### src/rtl/uart_loader_pkg.sv
// Shared types and constants for the UART program loader.
package uart_loader_pkg;

   typedef enum logic [2:0] {
      ST_IDLE,
      ST_LEN,
      ST_DATA,
      ST_CSUM,
      ST_RUN,
      ST_ERR
   } loader_state_e;

   localparam logic [1:0] ERR_NONE    = 2'd0;
   localparam logic [1:0] ERR_LEN     = 2'd1;
   localparam logic [1:0] ERR_TIMEOUT = 2'd2;
   localparam logic [1:0] ERR_CSUM    = 2'd3;

   localparam logic [7:0] DEFAULT_SYNC_BYTE = 8'hA5;

endpackage

### src/rtl/uart_prog_loader_timeout.sv
// Inter-byte watchdog: counts clocks since the last clear while enabled and
// flags expiry on the clock that would reach TIMEOUT_CLKS.
module loader_timeout #(
   parameter int unsigned TIMEOUT_CLKS = 100000
) (
   input  logic clock,
   input  logic reset,
   input  logic enable,
   input  logic clear,
   output logic expired
);

   localparam int unsigned CNT_W = $clog2(TIMEOUT_CLKS + 1);
   localparam logic [CNT_W-1:0] LIMIT = CNT_W'(TIMEOUT_CLKS - 1);

   logic [CNT_W-1:0] count_q;
   logic [CNT_W-1:0] count_d;

   always_comb begin
      count_d = count_q;
      if (clear || !enable) begin
         count_d = '0;
      end else if (count_q < LIMIT) begin
         count_d = count_q + 1'b1;
      end
   end

   always_ff @(posedge clock) begin
      if (reset) begin
         count_q <= '0;
      end else begin
         count_q <= count_d;
      end
   end

   // Expiry is reported one clock early so the FSM transitions on the
   // TIMEOUT_CLKS-th clock after the last byte.
   assign expired = enable && (count_q >= LIMIT);

endmodule

### src/rtl/uart_prog_loader.sv
// Packet parser that streams a framed UART payload into program memory and
// holds the CPU in reset until the checksum has been verified.
module uart_prog_loader
   import uart_loader_pkg::*;
#(
   parameter int unsigned ADDR_W       = 8,
   parameter logic [7:0]  SYNC_BYTE    = DEFAULT_SYNC_BYTE,
   parameter int unsigned TIMEOUT_CLKS = 100000
) (
   input  logic              clock,
   input  logic              reset,
   input  logic              rx_done,
   input  logic [7:0]        rx_byte,
   output logic              mem_we,
   output logic [ADDR_W-1:0] mem_addr,
   output logic [7:0]        mem_wdata,
   output logic              cpu_reset,
   output logic              busy,
   output logic              load_ok,
   output logic              load_err,
   output logic [1:0]        err_code
);

   localparam int unsigned MAX_LEN = (1 << ADDR_W) - 1;

   loader_state_e     state_q, state_d;
   logic              mem_we_q, mem_we_d;
   logic [ADDR_W-1:0] mem_addr_q, mem_addr_d;
   logic [ADDR_W-1:0] wr_addr_q, wr_addr_d;
   logic [7:0]        mem_wdata_q, mem_wdata_d;
   logic              cpu_reset_q, cpu_reset_d;
   logic              busy_q, busy_d;
   logic              load_ok_q, load_ok_d;
   logic              load_err_q, load_err_d;
   logic [1:0]        err_code_q, err_code_d;
   logic [7:0]        checksum_q, checksum_d;
   logic [7:0]        remaining_q, remaining_d;

   logic              in_packet;
   logic              tmo_expired;
   logic              fail;
   logic [1:0]        fail_code;

   assign in_packet = (state_q == ST_LEN) || (state_q == ST_DATA) ||
                      (state_q == ST_CSUM);

   loader_timeout #(
      .TIMEOUT_CLKS(TIMEOUT_CLKS)
   ) u_timeout (
      .clock  (clock),
      .reset  (reset),
      .enable (in_packet),
      .clear  (rx_done),
      .expired(tmo_expired)
   );

   always_comb begin
      state_d     = state_q;
      mem_we_d    = 1'b0;
      mem_addr_d  = mem_addr_q;
      wr_addr_d   = wr_addr_q;
      mem_wdata_d = mem_wdata_q;
      cpu_reset_d = cpu_reset_q;
      busy_d      = busy_q;
      load_ok_d   = load_ok_q;
      load_err_d  = load_err_q;
      err_code_d  = err_code_q;
      checksum_d  = checksum_q;
      remaining_d = remaining_q;
      fail        = 1'b0;
      fail_code   = ERR_NONE;

      case (state_q)
         ST_IDLE, ST_RUN, ST_ERR: begin
            if (rx_done && (rx_byte == SYNC_BYTE)) begin
               state_d     = ST_LEN;
               cpu_reset_d = 1'b1;
               busy_d      = 1'b1;
               load_ok_d   = 1'b0;
               load_err_d  = 1'b0;
               err_code_d  = ERR_NONE;
               checksum_d  = '0;
               mem_addr_d  = '0;
               wr_addr_d   = '0;
            end
         end
         ST_LEN: begin
            if (rx_done) begin
               if ((rx_byte == 8'd0) || (32'(rx_byte) > MAX_LEN)) begin
                  fail      = 1'b1;
                  fail_code = ERR_LEN;
               end else begin
                  remaining_d = rx_byte;
                  state_d     = ST_DATA;
               end
            end else if (tmo_expired) begin
               fail      = 1'b1;
               fail_code = ERR_TIMEOUT;
            end
         end
         ST_DATA: begin
            if (rx_done) begin
               mem_we_d    = 1'b1;
               mem_wdata_d = rx_byte;
               mem_addr_d  = wr_addr_q;
               wr_addr_d   = wr_addr_q + 1'b1;
               checksum_d  = checksum_q + rx_byte;
               remaining_d = remaining_q - 8'd1;
               if (remaining_q == 8'd1) begin
                  state_d = ST_CSUM;
               end
            end else if (tmo_expired) begin
               fail      = 1'b1;
               fail_code = ERR_TIMEOUT;
            end
         end
         ST_CSUM: begin
            if (rx_done) begin
               if (rx_byte == checksum_q) begin
                  state_d     = ST_RUN;
                  load_ok_d   = 1'b1;
                  cpu_reset_d = 1'b0;
                  busy_d      = 1'b0;
               end else begin
                  fail      = 1'b1;
                  fail_code = ERR_CSUM;
               end
            end else if (tmo_expired) begin
               fail      = 1'b1;
               fail_code = ERR_TIMEOUT;
            end
         end
         default: begin
            state_d = ST_IDLE;
         end
      endcase

      if (fail) begin
         state_d     = ST_ERR;
         load_err_d  = 1'b1;
         busy_d      = 1'b0;
         cpu_reset_d = 1'b1;
         err_code_d  = fail_code;
      end
   end

   always_ff @(posedge clock) begin
      if (reset) begin
         state_q     <= ST_IDLE;
         mem_we_q    <= 1'b0;
         mem_addr_q  <= '0;
         wr_addr_q   <= '0;
         mem_wdata_q <= '0;
         cpu_reset_q <= 1'b1;
         busy_q      <= 1'b0;
         load_ok_q   <= 1'b0;
         load_err_q  <= 1'b0;
         err_code_q  <= ERR_NONE;
         checksum_q  <= '0;
         remaining_q <= '0;
      end else begin
         state_q     <= state_d;
         mem_we_q    <= mem_we_d;
         mem_addr_q  <= mem_addr_d;
         wr_addr_q   <= wr_addr_d;
         mem_wdata_q <= mem_wdata_d;
         cpu_reset_q <= cpu_reset_d;
         busy_q      <= busy_d;
         load_ok_q   <= load_ok_d;
         load_err_q  <= load_err_d;
         err_code_q  <= err_code_d;
         checksum_q  <= checksum_d;
         remaining_q <= remaining_d;
      end
   end

   assign mem_we    = mem_we_q;
   assign mem_addr  = mem_addr_q;
   assign mem_wdata = mem_wdata_q;
   assign cpu_reset = cpu_reset_q;
   assign busy      = busy_q;
   assign load_ok   = load_ok_q;
   assign load_err  = load_err_q;
   assign err_code  = err_code_q;

endmodule

### config.mk
export PLATFORM = sky130hd
export DESIGN_NAME = uart_prog_loader
export DESIGN_NICKNAME = d
export VERILOG_FILES = /design/src/rtl/uart_loader_pkg.sv /design/src/rtl/uart_prog_loader_timeout.sv /design/src/rtl/uart_prog_loader.sv
export SDC_FILE = /design/constraint.sdc
export NUM_CORES = 1
export LEC_CHECK = 0
export CAP_MARGIN = 25
export CORE_UTILIZATION = 57
export DETAILED_ROUTE_END_ITERATION = 12
export GPL_ROUTABILITY_DRIVEN = 0
export GPL_TIMING_DRIVEN = 0
export PLACE_DENSITY_LB_ADDON = 0.05
export REMOVE_ABC_BUFFERS = 1
export SLEW_MARGIN = 5
export SYNTH_ARGS = -nofsm -noshare
export SYNTH_HDL_FRONTEND = slang
export SYNTH_HIERARCHICAL = 1
export SYNTH_SLANG_ARGS = --single-unit
### constraint.sdc
create_clock -name clock -period 3.03 [get_ports clock]
set_input_delay 0.909 -clock clock [delete_from_list [all_inputs] [get_ports clock]]
set_output_delay 0.909 -clock clock [all_outputs]
set_load 0.02 [all_outputs]
==> impl_results.md, run 1 <==
- Clk_lat worst skew: 330 ps
- Crit path cell chain: clkdlybuf4s50_1 > or4_4 > o41ai_4 > nand2_4 > or3_1 > a21oi_1
- Detailed placement HPWL: 5.91 mm
- Hold Path Sink: mem_wdata[3]$_SDFFE_PP0P_
- CTS tree: done
- Clock sink total: 67
- CP Data Arrival Time: 3220 ps
- Crit path buf inv count: 1
- CP top delay family: simple AND/OR/NAND/NOR gates
- Synthesized cell area: 0.00362 mm^2
- Hold Slack: 453 ps
- Initial DRC count: 198
- Syn. warnings: 6
- Design Area, Final: 0.00424 mm^2
- Share of cells above drive strength 1: 9.03%
- Async set or reset register ratio after synthesis: 0%
- Tmin final: 2950 ps
- Total power: 2.49 mW
- Synth Flop Type: dfxtp_1
- Reg clk slew, reported paths: 80 ps
- Root Driver: clkbuf_8
- Initial antenna violation count: 0
- Synth Instances: 447
- Commonest non-fill, non-tap cell in the layout: dfxtp_1
- Routed vias/inst: 6.22
- Cts hold-fix bufs: 0
- Sequential share of the synthesized area: 37.1%
- Antenna Nets Post-Route: 0
- Vias post-DR: 3426
- Post-synth EDFFs: 0
- Ports: 34
- # port buffers: 33
- Syn Area/Cell: 8.09 um^2
- Main combinational cell family by area after synthesis: simple AND/OR/NAND/NOR gates
- Total die area: 0.00667 mm^2
- Post-synth top area cell: dfxtp_1
- Hold Crit Depth: 2
- Tcrit/Tclk final: 97.5%
- Adder-cell share of the synthesized area: 4.36%
- Leak: 1.50 nW
- P&R area growth vs syn: 17.2%
- Worst Setup Path Type: in -> reg
- Xor/xnor cell area share of the yosys netlist: 2.18%
- Yosys top cell area share: 37.1%
- Post-Layout Cell Count: 551
- Worst R2R End: state_q[0]$_SDFFE_PP0P_
- Actual slew at the worst max-slew pin: 856 ps
- Slowest stage delay, CP: 610 ps
- Initial DRT Pass Iterations: 5
- Worst path slowest cell: or4_4
- Total GRT Usage: 27.0%
- Reg2reg path depth: 8
- Place WS: -470 ps
- R2r setup slk: 280 ps
- Final Skew: 9.36 ps
- Die span in x: 81.7 um
- Antenna fix cells: 0
- Placed cell count: 534
- RR Startpoint: u_timeout/count_q[11]$_SDFFE_PP0N_
- Fin. Hold Viols: 0
- Vias in the first global route: 3026
- Htree depth: 3
- Top post-synthesis cells by area: dfxtp_1, nand2_1, a21oi_1
- DR WL/cell: 15.8 um
- CTS Buffer Depth: 2
- Initial core utilization: 60.0%
- Util after Layout: 70.3%
- Critical Path Start Type: input port
- First-pass GRT wire length: 13.9 mm
- Slew headroom: 42.9%
- Slew Limit Fails: 0
- CP Max Fanout: 18
- Commonest non-fill, non-tap cells in the layout: dfxtp_1, nand2_1, a21oi_1
- Multiplexer area fraction after synthesis: 1.38%
- Hold Path Class: reg -> reg
- Nets: 494
- Data required, critical path: 3300 ps
- Grt ovf: 0
- Run status: complete, no violations
- Die height: 81.7 um
- # DRC: 0
- CTS Buf Count: 9
- Max VDD drop: 0.419 mV
- Pwr dens: 587 mW/mm^2
- Floorplan core area: 0.00603 mm^2
- Synth Register Bits: 67
- Setup TNS: 0 ps
- Worst hold start: mem_wdata[3]$_SDFFE_PP0P_
- FP Rows: 28
- Fmax: 339 MHz
- Post-Synth Simple-Gate Area: 28.4%
- Maxcap violations: 0
- Compound-gate portion of the synthesized area: 23.1%
- Pin count of the biggest net entering global routing: 45
- Placed Area: 0.00396 mm^2
- Critical path capture point type: register
- Distinct cells, synth: 61
- Final worst slack: 77.1 ps
- # setup viols final: 0
- Final Routed Wirelength: 8.70 mm
synthesized netlist by cell type (2+ instances only):
| library cell | number |
|---|---|
| a211oi_1 | 5 |
| mux2i_1 | 5 |
| ha_1 | 11 |
| clkbuf_1 | 19 |
| o31ai_1 | 10 |
| nor3_1 | 7 |
| or4_1 | 7 |
| xnor2_1 | 2 |
| or3_1 | 6 |
| nor4b_1 | 2 |
| or4_4 | 2 |
| and2_1 | 5 |
| a31oi_1 | 4 |
| buf_2 | 2 |
| o21ai_0 | 18 |
| dfxtp_1 | 67 |
| a21o_1 | 4 |
| inv_1 | 11 |
| a21oi_1 | 42 |
| nor4_1 | 6 |
| nor2_1 | 39 |
| o211ai_1 | 6 |
| o41ai_1 | 2 |
| a211o_1 | 2 |
| nand2_1 | 62 |
| nor2b_1 | 3 |
| a2111oi_0 | 3 |
| nand3b_1 | 2 |
| nand4_1 | 10 |
| a22oi_1 | 11 |
| and4_1 | 2 |
| xor2_1 | 7 |
| nand2b_1 | 6 |
| nand3_1 | 22 |
| o21a_1 | 2 |
| nor4_4 | 2 |
| and3_1 | 5 |
| o211a_1 | 2 |
| o22ai_1 | 2 |
worst max path at each step:
stage                                             from                           endpoint  slack, ps  depth (start not counted)
floorplan                                   rx_byte[1]          wr_addr_q[4]$_SDFFE_PP0P_        390                          5
global placement                                 reset  u_timeout/count_q[7]$_SDFFE_PP0N_       -890                          5
detailed placement                          rx_byte[1]          wr_addr_q[4]$_SDFFE_PP0P_       -470                          6
CTS                                         rx_byte[1]          wr_addr_q[4]$_SDFFE_PP0P_         -9                          6
global route        u_timeout/count_q[11]$_SDFFE_PP0N_            state_q[0]$_SDFFE_PP0P_        -20                          8
finish                                      rx_byte[3]          wr_addr_q[4]$_SDFFE_PP0P_         80                          6
worst min-delay path, cell delays in order, from the launching register on:
cell     delay [ps]
dfxtp_1         310
nand2_1          50
a21oi_1          50
metal layers:
layer  vias up  part of all wire [%]  track usage [%]
li1       1702                     -                -
met1      1641                    47             35.7
met3        13                   3.7             4.44
met4         0                   1.0             8.42
met2        70                    48             45.0
met5         -                     0                0
layout make-up:
cell class	count	area (um^2)
Multi-Input combinational cell	347	2210
Fill cell	518	1790
Sequential cell	67	1340
Timing Repair Buffer	35	348
Clock buffer	10	138
Tap cell	75	93.8
Clock inverter	6	65.1
Inverter	11	41.3
power breakdown:
group / switching [mW] / leakage (nW) / internal [mW]
Combinational: 0.434 / 0.866 / 0.264
Sequential: 0.0890 / 0.541 / 0.948
Clock: 0.354 / 0.0905 / 0.401
state kept, by name, indices dropped and copies added (netlist names):
signal	flops
busy	1
checksum_q	8
cpu_reset	1
err_code	2
load_err	1
load_ok	1
mem_addr	8
mem_wdata	8
mem_we	1
remaining_q	8
state_q	3
u_timeout/count_q	17
wr_addr_q	8
what timing repair did:
action	CTS	global route
gates resized for setup	2	16
pin swaps	1	1
setup endpoints to repair	6	9
setup buffers	0	1
logic make-up (layout without fill, tap and decap cells):
logic type | Yosys count | after routing
xor gates and xnor gates | 9 | 9
adders and majority gates | 12 | 12
buffers and inverters | 33 | 62
DFF | 67 | 67
AOI/OAI and AO/OA | 125 | 125
and+or+nand+nor | 196 | 196
muxes | 5 | 5
Power figures use the tool's default switching activity.
==> run 2, diff against run 1 <==
--- a/config.mk
+++ b/config.mk
@@ -5,7 +5,6 @@
 export SDC_FILE = /design/constraint.sdc
 export NUM_CORES = 1
 export LEC_CHECK = 0
-export CAP_MARGIN = 25
 export CORE_UTILIZATION = 57
 export DETAILED_ROUTE_END_ITERATION = 12
 export GPL_ROUTABILITY_DRIVEN = 0
@@ -15,5 +14,4 @@
 export SLEW_MARGIN = 5
 export SYNTH_ARGS = -nofsm -noshare
 export SYNTH_HDL_FRONTEND = slang
-export SYNTH_HIERARCHICAL = 1
 export SYNTH_SLANG_ARGS = --single-unit
==> run 2 against run 1 <==
Clock skew fell by 2.2 ps. Critical path depth did not move. Largest power group unchanged. Utilization fell by 0.42 points.
==> impl_results.md, run 2 <==
- Run status: complete, no violations
- Met2 Use GR: 44.0%
- Reg clk slew, reported paths: 80 ps
- Worst setup startpoint: rx_byte[1]
- Top-count cell post-synth: dfxtp_1
- Fin. Hold Viols: 0
- Hold Path Class: reg -> reg
- Reg2reg path depth: 5
- Final Routed Wirelength: 8.40 mm
- Placed Area: 0.00384 mm^2
- FP Rows: 28
- Final Skew: 7.15 ps
- Detailed placement HPWL: 5.59 mm
- Slew headroom: 33.7%
- Design Area, Final: 0.00414 mm^2
- Total die area: 0.00645 mm^2
- Slew Limit Fails: 0
- Cts hold-fix bufs: 0
- Synthesized cell area: 0.00350 mm^2
- Total GRT Usage: 27.4%
- Crit path cell chain: dlygate4sd2_1 > or4_4 > or4b_4 > a21o_4 > or4_1 > nand2_1
- Die span in x: 80.3 um
- Antenna Nets Post-Route: 0
- Clk_lat worst skew: 350 ps
- Sequential share of the synthesized area: 38.3%
- Floorplan core area: 0.00592 mm^2
- Synth top cells by count: dfxtp_1, nand2_1, a21oi_1
- Routed vias/inst: 6.26
- Vias post-DR: 3318
- Placed cell count: 514
- Htree depth: 3
- Gr busiest metal: met2
- Share of cells above drive strength 1: 8.35%
- Nets: 473
- Data required, critical path: 3330 ps
- CTS Buf Count: 9
- Pin count of the biggest net entering global routing: 47
- First-pass GRT wire length: 13.8 mm
- Tmin final: 2990 ps
- CTS Buffer Depth: 2
- Pwr dens: 576 mW/mm^2
- Antenna fix cells: 0
- Async set or reset register ratio after synthesis: 0%
- Post-Layout Cell Count: 530
- Root Driver: clkbuf_8
- RSZ-0062 raised after global routing: yes
- Place WS: -925 ps
- # DRC: 0
- Crit path buf inv count: 1
- Critical Path Start Type: input port
- Die height: 80.3 um
- P&R area growth vs syn: 18.3%
- Worst Setup Path Type: in -> reg
- Vias in the first global route: 2935
- Critical path capture point type: register
- Postcts setup bufs: 0
- Leak: 1.41 nW
- Maxcap violations: 0
- Total power: 2.39 mW
- CTS tree: done
- Hold Crit Depth: 2
- CP Max Fanout: 21
- Commonest non-fill, non-tap cells in the layout: dfxtp_1, nand2_1, a21oi_1
- R2r setup slk: 230 ps
- Fmax: 334 MHz
- Post-synth EDFFs: 0
- Distinct cells, synth: 60
- Syn Area/Cell: 8.17 um^2
- Synth Register Bits: 67
- Tcrit/Tclk final: 98.7%
- Hold Slack: 457 ps
- Met3 usage: 6.02%
- # setup viols final: 0
- CP Data Arrival Time: 3290 ps
- Clock sink total: 67
- Ports: 34
- Top post-synthesis cells by area: dfxtp_1, a21oi_1, nand2_1
- CP top delay family: simple AND/OR/NAND/NOR gates
- Commonest non-fill, non-tap cell in the layout: dfxtp_1
- Final worst slack: 39.6 ps
- Post-synth top area cell: dfxtp_1
- DR WL/cell: 15.9 um
- Syn. warnings: 0
- Synth Flop Type: dfxtp_1
- RR Startpoint: u_timeout.count_q[5]$_SDFFE_PP0P_
- Slowest stage delay, CP: 590 ps
- Max reg flops: 17
- Max VDD drop: 0.409 mV
- Worst hold start: mem_wdata[4]$_SDFFE_PP0P_
- Worst R2R End: u_timeout.count_q[14]$_SDFFE_PP0P_
- Synth Instances: 428
- Actual slew at the worst max-slew pin: 994 ps
- Yosys top cell area share: 38.3%
- # port buffers: 33
- Hold Path Sink: mem_wdata[4]$_SDFFE_PP0P_
- Grt ovf: 0
- Initial DRT Pass Iterations: 5
- Initial core utilization: 59.1%
- Biggest register: u_timeout.count_q
- Initial antenna violation count: 0
- Grt met1 use: 36.4%
- Initial DRC count: 178
- Worst path slowest cell: or4_4
[run 2: cell types whose count changed after synthesis, moves of 3 or more]
cell       previous run  this run
nand2_1              62        51
or3_1                 6        11
mux2i_1               5         2
nor4_1                6         3
o2111ai_1             1         5
o21ai_0              18        15
and2_1                5         2
nand4_1              10         5
o32ai_1               1         6
o31ai_1              10         7
nand2b_1              6         2
nor2b_1               3         6
nand3_1              22        15
[run 2: layer usage]
| metal | wire (um) | share of wire, % |
|---|---|---|
| met1 | 3950 | 47 |
| met2 | 3900 | 46 |
| met3 | 400 | 4.8 |
| met4 | 149 | 1.8 |
| met5 | 0 | 0 |
[run 2: worst max path at each step]
stage	end	slack, ps	cells past startpoint
finish	wr_addr_q[6]$_SDFFE_PP0P_	40	6
global route	remaining_q[0]$_SDFFE_PP0P_	-4	6
CTS	state_q[0]$_SDFFE_PP0P_	-30	7
detailed placement	state_q[0]$_SDFFE_PP0P_	-920	7
global placement	wr_addr_q[6]$_SDFFE_PP0P_	-1230	5
floorplan	state_q[0]$_SDFFE_PP0P_	-30	6
[run 2: worst reg2reg max path, cell delays in order, from the launching register on]
cell	delay, ps
dfxtp_1	370
or4b_1	610
or4_1	570
o2111ai_1	820
or4_1	220
a21oi_1	70
[run 2: timing repair]
| item | 4_1_cts | 5_1_grt |
|---|---|---|
| cloned | 0 | 0 |
| gates resized for setup | 16 | 6 |
| pin swaps | 0 | 1 |
| endpoints found under the setup margin | 37 | 13 |
[run 2: area by class of cell]
type	count	area, um^2
Fill cell	500	1780
Clock inverter	7	100
Clock buffer	9	124
Inverter	14	52.6
Tap cell	75	93.8
Timing Repair Buffer	34	340
Multi-Input combinational cell	324	2090
Sequential cell	67	1340
[run 2: cells by family (layout without fill, tap and decap cells)]
kind of cell	after synthesis	in the layout	share of synthesized area, %
xor gates and xnor gates	11	11	2.75
AOI/OAI and AO/OA	128	128	24.5
buffers and inverters	37	64	4.22
adders and majority gates	12	12	4.51
DFF	67	67	38.3
muxes	3	3	0.894
and+or+nand+nor	170	170	24.7
[run 2: power by group]
part           internal (mW)  switching, mW  total (mW)
clock                  0.469          0.375       0.844
sequential             0.932         0.0689        1.00
combinational          0.212          0.329       0.541
[run 2: stage by stage]
step / util (%) / TNS, ps
after global routing: 69.9 / -4.26
final: 69.9 / 0
after floorplan: - / -30.3
after CTS: 69.6 / -33.4
after detailed placement: 64.9 / -22290
after global placement: 64.6 / -39010
